===== src/rtl/fdc_pkg.sv =====
// Shared definitions for the FDC averager: default code width, code type
// and the control FSM state encoding.
package fdc_pkg;

  localparam int FDC_DATA_W = 5;

  typedef logic [FDC_DATA_W-1:0] fdc_code_t;

  typedef enum logic {
    ST_IDLE  = 1'b0,
    ST_ACCUM = 1'b1
  } fdc_state_e;

endpackage


===== src/rtl/fdc_minmax.sv =====
// Per-window min/max tracker for the FDC averager; its outputs update together
// with out_code. Only instantiated when FDC_AVG_MINMAX_EN is defined.
module fdc_minmax
  import fdc_pkg::*;
#(
  parameter int DATA_W = FDC_DATA_W
) (
  input  logic              clk,
  input  logic              reset,
  input  logic              i_clear,
  input  logic              i_sample,
  input  logic              i_done,
  input  logic              i_load,
  input  logic [DATA_W-1:0] i_code,
  output logic [DATA_W-1:0] o_min,
  output logic [DATA_W-1:0] o_max
);

  logic [DATA_W-1:0] r_run_min;
  logic [DATA_W-1:0] r_run_max;
  logic [DATA_W-1:0] r_min;
  logic [DATA_W-1:0] r_max;
  logic [DATA_W-1:0] w_min;
  logic [DATA_W-1:0] w_max;

  // The completing sample belongs to the finished window, so fold it in combinationally.
  assign w_min = (i_code < r_run_min) ? i_code : r_run_min;
  assign w_max = (i_code > r_run_max) ? i_code : r_run_max;

  always_ff @(posedge clk) begin
    if (reset) begin
      r_run_min <= '1;
      r_run_max <= '0;
      r_min     <= '1;
      r_max     <= '0;
    end else begin
      if (i_clear || i_done) begin
        r_run_min <= '1;
        r_run_max <= '0;
      end else if (i_sample) begin
        r_run_min <= w_min;
        r_run_max <= w_max;
      end
      if (i_done && i_load) begin
        r_min <= w_min;
        r_max <= w_max;
      end
    end
  end

  assign o_min = r_min;
  assign o_max = r_max;

endmodule


===== src/rtl/fdc_averager.sv =====
// Windowed, round-half-up averager for FDC codes with a one-deep output register
// and sticky overrun flag. FDC_AVG_MINMAX_EN adds per-window out_min/out_max.
//
// state    | meaning
// ST_IDLE  | enable low; accumulator and counter held at zero
// ST_ACCUM | enable high; accepting samples, windows roll over back to back
module fdc_averager
  import fdc_pkg::*;
#(
  parameter int LOG2_N = 4,
  parameter int DATA_W = FDC_DATA_W
) (
  input  logic              clk,
  input  logic              reset,
  input  logic              enable,
  input  logic [DATA_W-1:0] in_code,
  input  logic              in_valid,
  output logic [DATA_W-1:0] out_code,
  output logic              out_valid,
  input  logic              out_ready,
  output logic              overrun,
  input  logic              clear_overrun
`ifdef FDC_AVG_MINMAX_EN
  ,
  output logic [DATA_W-1:0] out_min,
  output logic [DATA_W-1:0] out_max
`endif
);

  localparam int              ACC_W = DATA_W + LOG2_N;
  localparam logic [ACC_W-1:0] RND  = ACC_W'(1) << (LOG2_N - 1);

  fdc_state_e        r_state;
  logic [ACC_W-1:0]  r_acc;
  logic [LOG2_N-1:0] r_cnt;
  logic [DATA_W-1:0] r_out_code;
  logic              r_out_valid;
  logic              r_overrun;

  logic              w_accept;
  logic              w_done;
  logic              w_load;
  logic [ACC_W-1:0]  w_sum;

  assign w_accept = enable & in_valid;
  assign w_done   = w_accept & (r_cnt == '1);
  assign w_sum    = r_acc + ACC_W'(in_code);
  // A finished window may replace the result only if the old one is gone or leaving now.
  assign w_load   = w_done & (~r_out_valid | out_ready);

  always_ff @(posedge clk) begin
    if (reset) begin
      r_state     <= ST_IDLE;
      r_acc       <= '0;
      r_cnt       <= '0;
      r_out_code  <= '0;
      r_out_valid <= 1'b0;
      r_overrun   <= 1'b0;
    end else begin
      case (r_state)
        ST_IDLE:  if (enable) r_state <= ST_ACCUM;
        ST_ACCUM: if (!enable) r_state <= ST_IDLE;
        default:  r_state <= ST_IDLE;
      endcase

      if (!enable || w_done) begin
        r_acc <= '0;
        r_cnt <= '0;
      end else if (w_accept) begin
        r_acc <= w_sum;
        r_cnt <= r_cnt + LOG2_N'(1);
      end

      if (w_load) begin
        r_out_code  <= DATA_W'((w_sum + RND) >> LOG2_N);
        r_out_valid <= 1'b1;
      end else if (r_out_valid && out_ready) begin
        r_out_valid <= 1'b0;
      end

      if (w_done && r_out_valid && !out_ready) begin
        r_overrun <= 1'b1;
      end else if (clear_overrun) begin
        r_overrun <= 1'b0;
      end
    end
  end

  assign out_code  = r_out_code;
  assign out_valid = r_out_valid;
  assign overrun   = r_overrun;

`ifdef FDC_AVG_MINMAX_EN
  fdc_minmax #(
    .DATA_W (DATA_W)
  ) u_minmax (
    .clk      (clk),
    .reset    (reset),
    .i_clear  (~enable),
    .i_sample (w_accept),
    .i_done   (w_done),
    .i_load   (w_load),
    .i_code   (in_code),
    .o_min    (out_min),
    .o_max    (out_max)
  );
`endif

endmodule


===== config.mk =====
export PLATFORM = sky130hd
export DESIGN_NAME = fdc_averager
export DESIGN_NICKNAME = d
export VERILOG_FILES = /design/src/rtl/fdc_pkg.sv /design/src/rtl/fdc_minmax.sv /design/src/rtl/fdc_averager.sv
export SDC_FILE = /design/constraint.sdc
export NUM_CORES = 1
export LEC_CHECK = 0
export CORE_MARGIN = 4
export CORE_UTILIZATION = 57
export DETAILED_ROUTE_END_ITERATION = 8
export PLACE_DENSITY = 0.92
export SLEW_MARGIN = 5
export SYNTH_ARGS = -nofsm -noshare
export SYNTH_HDL_FRONTEND = slang
export SYNTH_SLANG_ARGS = --single-unit
export TNS_END_PERCENT = 30

===== constraint.sdc =====
create_clock -name clk -period 3.5 [get_ports clk]
set_input_delay 0.7 -clock clk [delete_from_list [all_inputs] [get_ports clk]]
set_output_delay 0.7 -clock clk [all_outputs]
set_load 0.01 [all_outputs]

# Word level (Yosys, flattened, before mapping)
# Cells that the tools add are included.
# op_classes
mux,4
eq_ne,1
n_bitwise,5
add_sub_neg,3
reduce_logical,9
# ops
op,n
adder 9 x 4 -> 9 bit (second input constant),1
adder 9 x 5 -> 9 bit,1
adder 4 x 1 -> 4 bit (second input constant),1
equality test 4 bit (second input constant),1
2-to-1 mux 1 bit,4
nonzero test 2 bit,2
AND 1 bit,3
logical AND 1 bit,3
zero test 1 bit,2
OR reduction 2 bit,1
logical OR 1 bit,1
NOT 1 bit,1
OR 1 bit,1
# word_totals
elab_cells,27
ff_bits,20
inputBits,11

# Longest topological paths before layout
# depth
word_depth,5
mapped_depth,12
depth_no_buf,12

# Worst setup path before layout
# OpenSTA, ideal clock, no wires.
# synth_timing
path_kind,input to register
startpoint,in in_code[0]
endpoint,"reg r_out_code[3], in the netlist out_code[3]"
t_arrival_ps,2450
path_slack_ps,931
stages,12
t_required_ps,3382
cell_sequence,ha_1 > inv_1 > fa_1 > nor2b_4 > o21a_1 > nor3_1 > nor2_1 > ha_1 > inv_1 > nor4_4 > xnor2_1 > o21ai_1
# synth_between
elab_chain_len,2
# synth_lines
item,line,source
from (decl),fdc_averager.sv:16,"input logic [DATA_W-1:0] in_code,"
adder 9 x 5 -> 9 bit,fdc_averager.sv:47,assign w_sum = r_acc + ACC_W'(in_code);
net w_sum[4],fdc_averager.sv:43,logic [ACC_W-1:0] w_sum;
adder 9 x 4 -> 9 bit,fdc_averager.sv:75,r_out_code <= DATA_W'((w_sum + RND) >> LOG2_N);
to (signal assigned),fdc_averager.sv:75,
to (decl),fdc_averager.sv:36,logic [DATA_W-1:0] r_out_code;
# The timed path passes the listed nets, and every way through them passes these cells.
# A chain may end at the register's enable or synchronous reset.

# Worst setup path in the final report
# Ends and elaborated chain as after synthesis.

==> run summary <==
The routability-driven placement congestion ratio came out at ~0.9. The number of hold violations in the final report is 0. The met1 wire length is between 900 and 1000 um. The start-to-end type of the worst setup path is in2reg. The number of nets produced by synthesis came out at between 150 and 200. The sequential area share after synthesis is 0.330. The die covers between 2000 and 3000 sq um. The first global-routing pass estimated between 4000 and 5000 um of wire. The distinct cell type count after synthesis is 46. The highest metal layer carrying signal wires in the routed design is met4.

The number of synthesized flops with an enable pin is 0. Max-cap violations in this run came to 0. Summed over all failing endpoints, the final setup total negative slack is 0 ns. The post-synthesis sequential element count came out at 20. The vias per cell came out at 5.71. The pre-CTS worst setup slack came out at around 0.24 ns. The internal power consumption is between 0.3 and 0.4 mW. The detailed-route wire length per cell is between 10 and 15 um. The post-synthesis instance area is roughly 1200 sq um. The average size of a mapped cell is approximately 8.7 sq um. The total wire length after detailed routing is around 2500 um. After the last flow step, the layout net total stands at between 150 and 200. The worst-margin pin slew came out at around 0.47 ns. The number of max-slew violations in the final report came out at 0.

In the post-synthesis netlist, the biggest area contributors are dfxtp_1, ha_1, nand2_1. Leaving out fill and tap cells, the most frequent cell in the layout is dfxtp_1. The top-level I/O count came out at 18. The first-pass detailed-route iteration total is 4. The overall via count from detail_route is between 1000 and 1500. The post-cts sizing count came out at 0. Clock tree synthesis found a total of 20 sinks. The portion of total power attributed to sequential cells came out at 0.487. VDD sags by at most approximately 0.35 mV.

The number of DRC violations after detailed-routing iteration 0 is 21. The post-CTS setup repair buffer count came out at 0. The floorplan has 16 rows. Summed over all instances, the cell type with the most area after synthesis is dfxtp_1. For this design the static power due to leakage is between 0.4 and 0.5 nW. Of the total power, the clock network draws 0.395. Port buffering added 17 buffers. The register cell area after layout is about 400 sq um. The power share of the combinational group came out at 0.118. For the worst setup path, the data required time is about 3.7 ns. The horizontal die dimension came out at around 54 um.

The relative max-transition margin came out at 0.685. The count of nets left with antenna violations after detail routing is 0. The maximum net fanout on the critical path is 3.

Summed over all layers, the global routing overflow is 0. Of the total power, the share spent switching nets is 0.220. The initial standard-cell utilization of the core is 0.607.

The net switching component of the power is between 0.1 and 0.15 mW. STA classifies the critical path startpoint as an input port. The share of post-route cells with drive strength above 1 is 0.0844. The smallest hold slack came out at ~0.46 ns. The number of cells produced by synthesis came out at 139. In this run the clock root is driven by a clkbuf_4. The CTS tree is built.

The setup violation total in the final timing report came out at 0. The placeable core region is between 2000 and 2500 sq um. In the post-route analysis, the smallest setup slack over all paths is between 0.5 and 0.6 ns. The prevailing post-synth register cell is dfxtp_1.

The power density over the cells is around 330 nW/um^2. The hold buffer count at CTS is 0. The CTS buffer count is 3. The flow ran to the end, and the final reports show no timing, DRC or antenna violations. The initial antenna violation count came to 0. Across every metal layer, demand over resource in global routing totals 0.200.

The share of the clock period used by the worst path is 0.841. During synthesis, Yosys emitted a total of 0 warnings. The multi-input gate area in the final layout is between 700 and 800 sq um. The maximum clock rate is about 0.34 GHz. Data arrives at the worst endpoint at roughly 3.1 ns. The count of H-tree levels built during CTS is 1. The met2 routed wirelength is ~1400 um. The clock-pin slew reported for the worst setup and hold paths after clock tree synthesis came out at between 0.1 and 0.15 ns. The shortest period the worst path allows is approximately 3 ns.

The post-synthesis async set-or-reset flop share came out at 0. Setup repair after global routing left no endpoint under its margin. The share of the synthesized area in the top cell type is 0.330. The nature of the critical path endpoint is a register. Leaving out fill and tap cells, the most frequent cells in the layout are dfxtp_1, clkdlybuf4s50_1, nand2_1. Entering global routing, the biggest net connects 13 pins.

After filler insertion, the fill cell instance count of the layout stands at ~150. The number of global-route vias before repair came out at between 900 and 1000. The synthesis-to-layout area growth is 18.5%. The met3 routed wirelength is roughly 94 um. The post-route DRC violation count came out at 0.

The placed wire-length estimate came out at 1980 um. The worst-case clock skew is around 0.0053 ns. The number of buffers on the longest clock path came out at 2.

The repair_antennas step left the layout with diodes totalling 0. The class of the tightest hold or removal check is reg2reg. The clock latency at the later pin of the worst-skew pair is 0.30 ns. From bottom edge to top edge, the die measures 54.2 um.
-- sequential cells by signal (all words and copies together), names as in the netlist --
signal,count
r_acc,9
out_code,5
r_cnt,4
out_valid,1
overrun,1
-- metal layers --
layer  vias to the layer above  track usage
met2                        25        0.373
li1                        521            -
met1                       480        0.204
met4                         0       0.0788
met5                         -            0
met3                         8       0.0609
-- cell usage after synthesis (2+ instances only) --
| cell type | count |
|---|---|
| nand3_1 | 3 |
| o21ai_0 | 4 |
| dfxtp_1 | 20 |
| nand2b_1 | 2 |
| nor3_1 | 5 |
| nand2_1 | 15 |
| a211oi_1 | 2 |
| clkbuf_1 | 4 |
| and2_1 | 2 |
| xnor2_1 | 6 |
| inv_1 | 5 |
| nor2_1 | 14 |
| o21a_1 | 2 |
| xor2_1 | 3 |
| or3_1 | 3 |
| a21oi_1 | 10 |
| nor2b_1 | 4 |
| ha_1 | 7 |
-- final timing paths --
check                                   end  depth (start not counted)   startpoint  slack (ns)
worst max-delay path            out_code[3]                         13   in_code[0]        0.56
worst min-delay path            out_code[4]                          2  out_code[4]        0.46
worst max register to register  out_code[3]                         12     r_acc[0]        1.06
worst min register to register  out_code[4]                          2  out_code[4]        0.46
-- cells by family (layout without fill, tap and decap cells) --
| logic type | Yosys count | count (layout) | share of synthesized area |
|---|---|---|---|
| muxes | 1 | 1 | 0.00824 |
| AOI/OAI and AO/OA | 31 | 31 | 0.193 |
| DFF | 20 | 20 | 0.330 |
| xor gates and xnor gates | 10 | 10 | 0.0783 |
| buffers and inverters | 11 | 26 | 0.0412 |
| adders and majority gates | 8 | 8 | 0.0886 |
| and+or+nand+nor | 58 | 58 | 0.262 |
-- metrics by stage --
step	instances	util	area [sq um]	power [mW]
final	181	0.719	1440	0.476
after global routing	181	0.719	1440	0.500
after floorplan	139	-	1210	0.275
after global placement	177	0.693	1390	0.290
after detailed placement	177	0.693	1390	0.293
after CTS	181	0.719	1440	0.483
-- power groups by stage --
stage	combinational, mW	clock (mW)	sequential [mW]
3_5_place_dp	0.0562	0	0.237
6_report	0.0561	0.188	0.232
4_1_cts	0.0565	0.194	0.232
2_1_floorplan	0.0382	0	0.237
3_3_place_gp	0.0531	0	0.237
5_1_grt	0.0619	0.205	0.233
-- final cells by class --
class                      instances  share of cell area
clock inverter                     1              0.0209
sequential                        20               0.278
clock buffer                       3              0.0156
timing repair buffer              17               0.118
tap                               27              0.0235
inverter                           5              0.0130
multi-input combinational        108               0.531
-- worst max-delay path: stages --
cell and delay (ns):
clkdlybuf4s50_1 0.46, ha_1 0.18, inv_1 0.06, fa_1 0.43, nor2b_4 0.17, o21a_1 0.16
nor3_1 0.06, nor2_1 0.14, ha_1 0.17, inv_1 0.08, nor4_4 0.28, xnor2_1 0.16
o21ai_1 0.09
(Power assumes the default switching activity.)
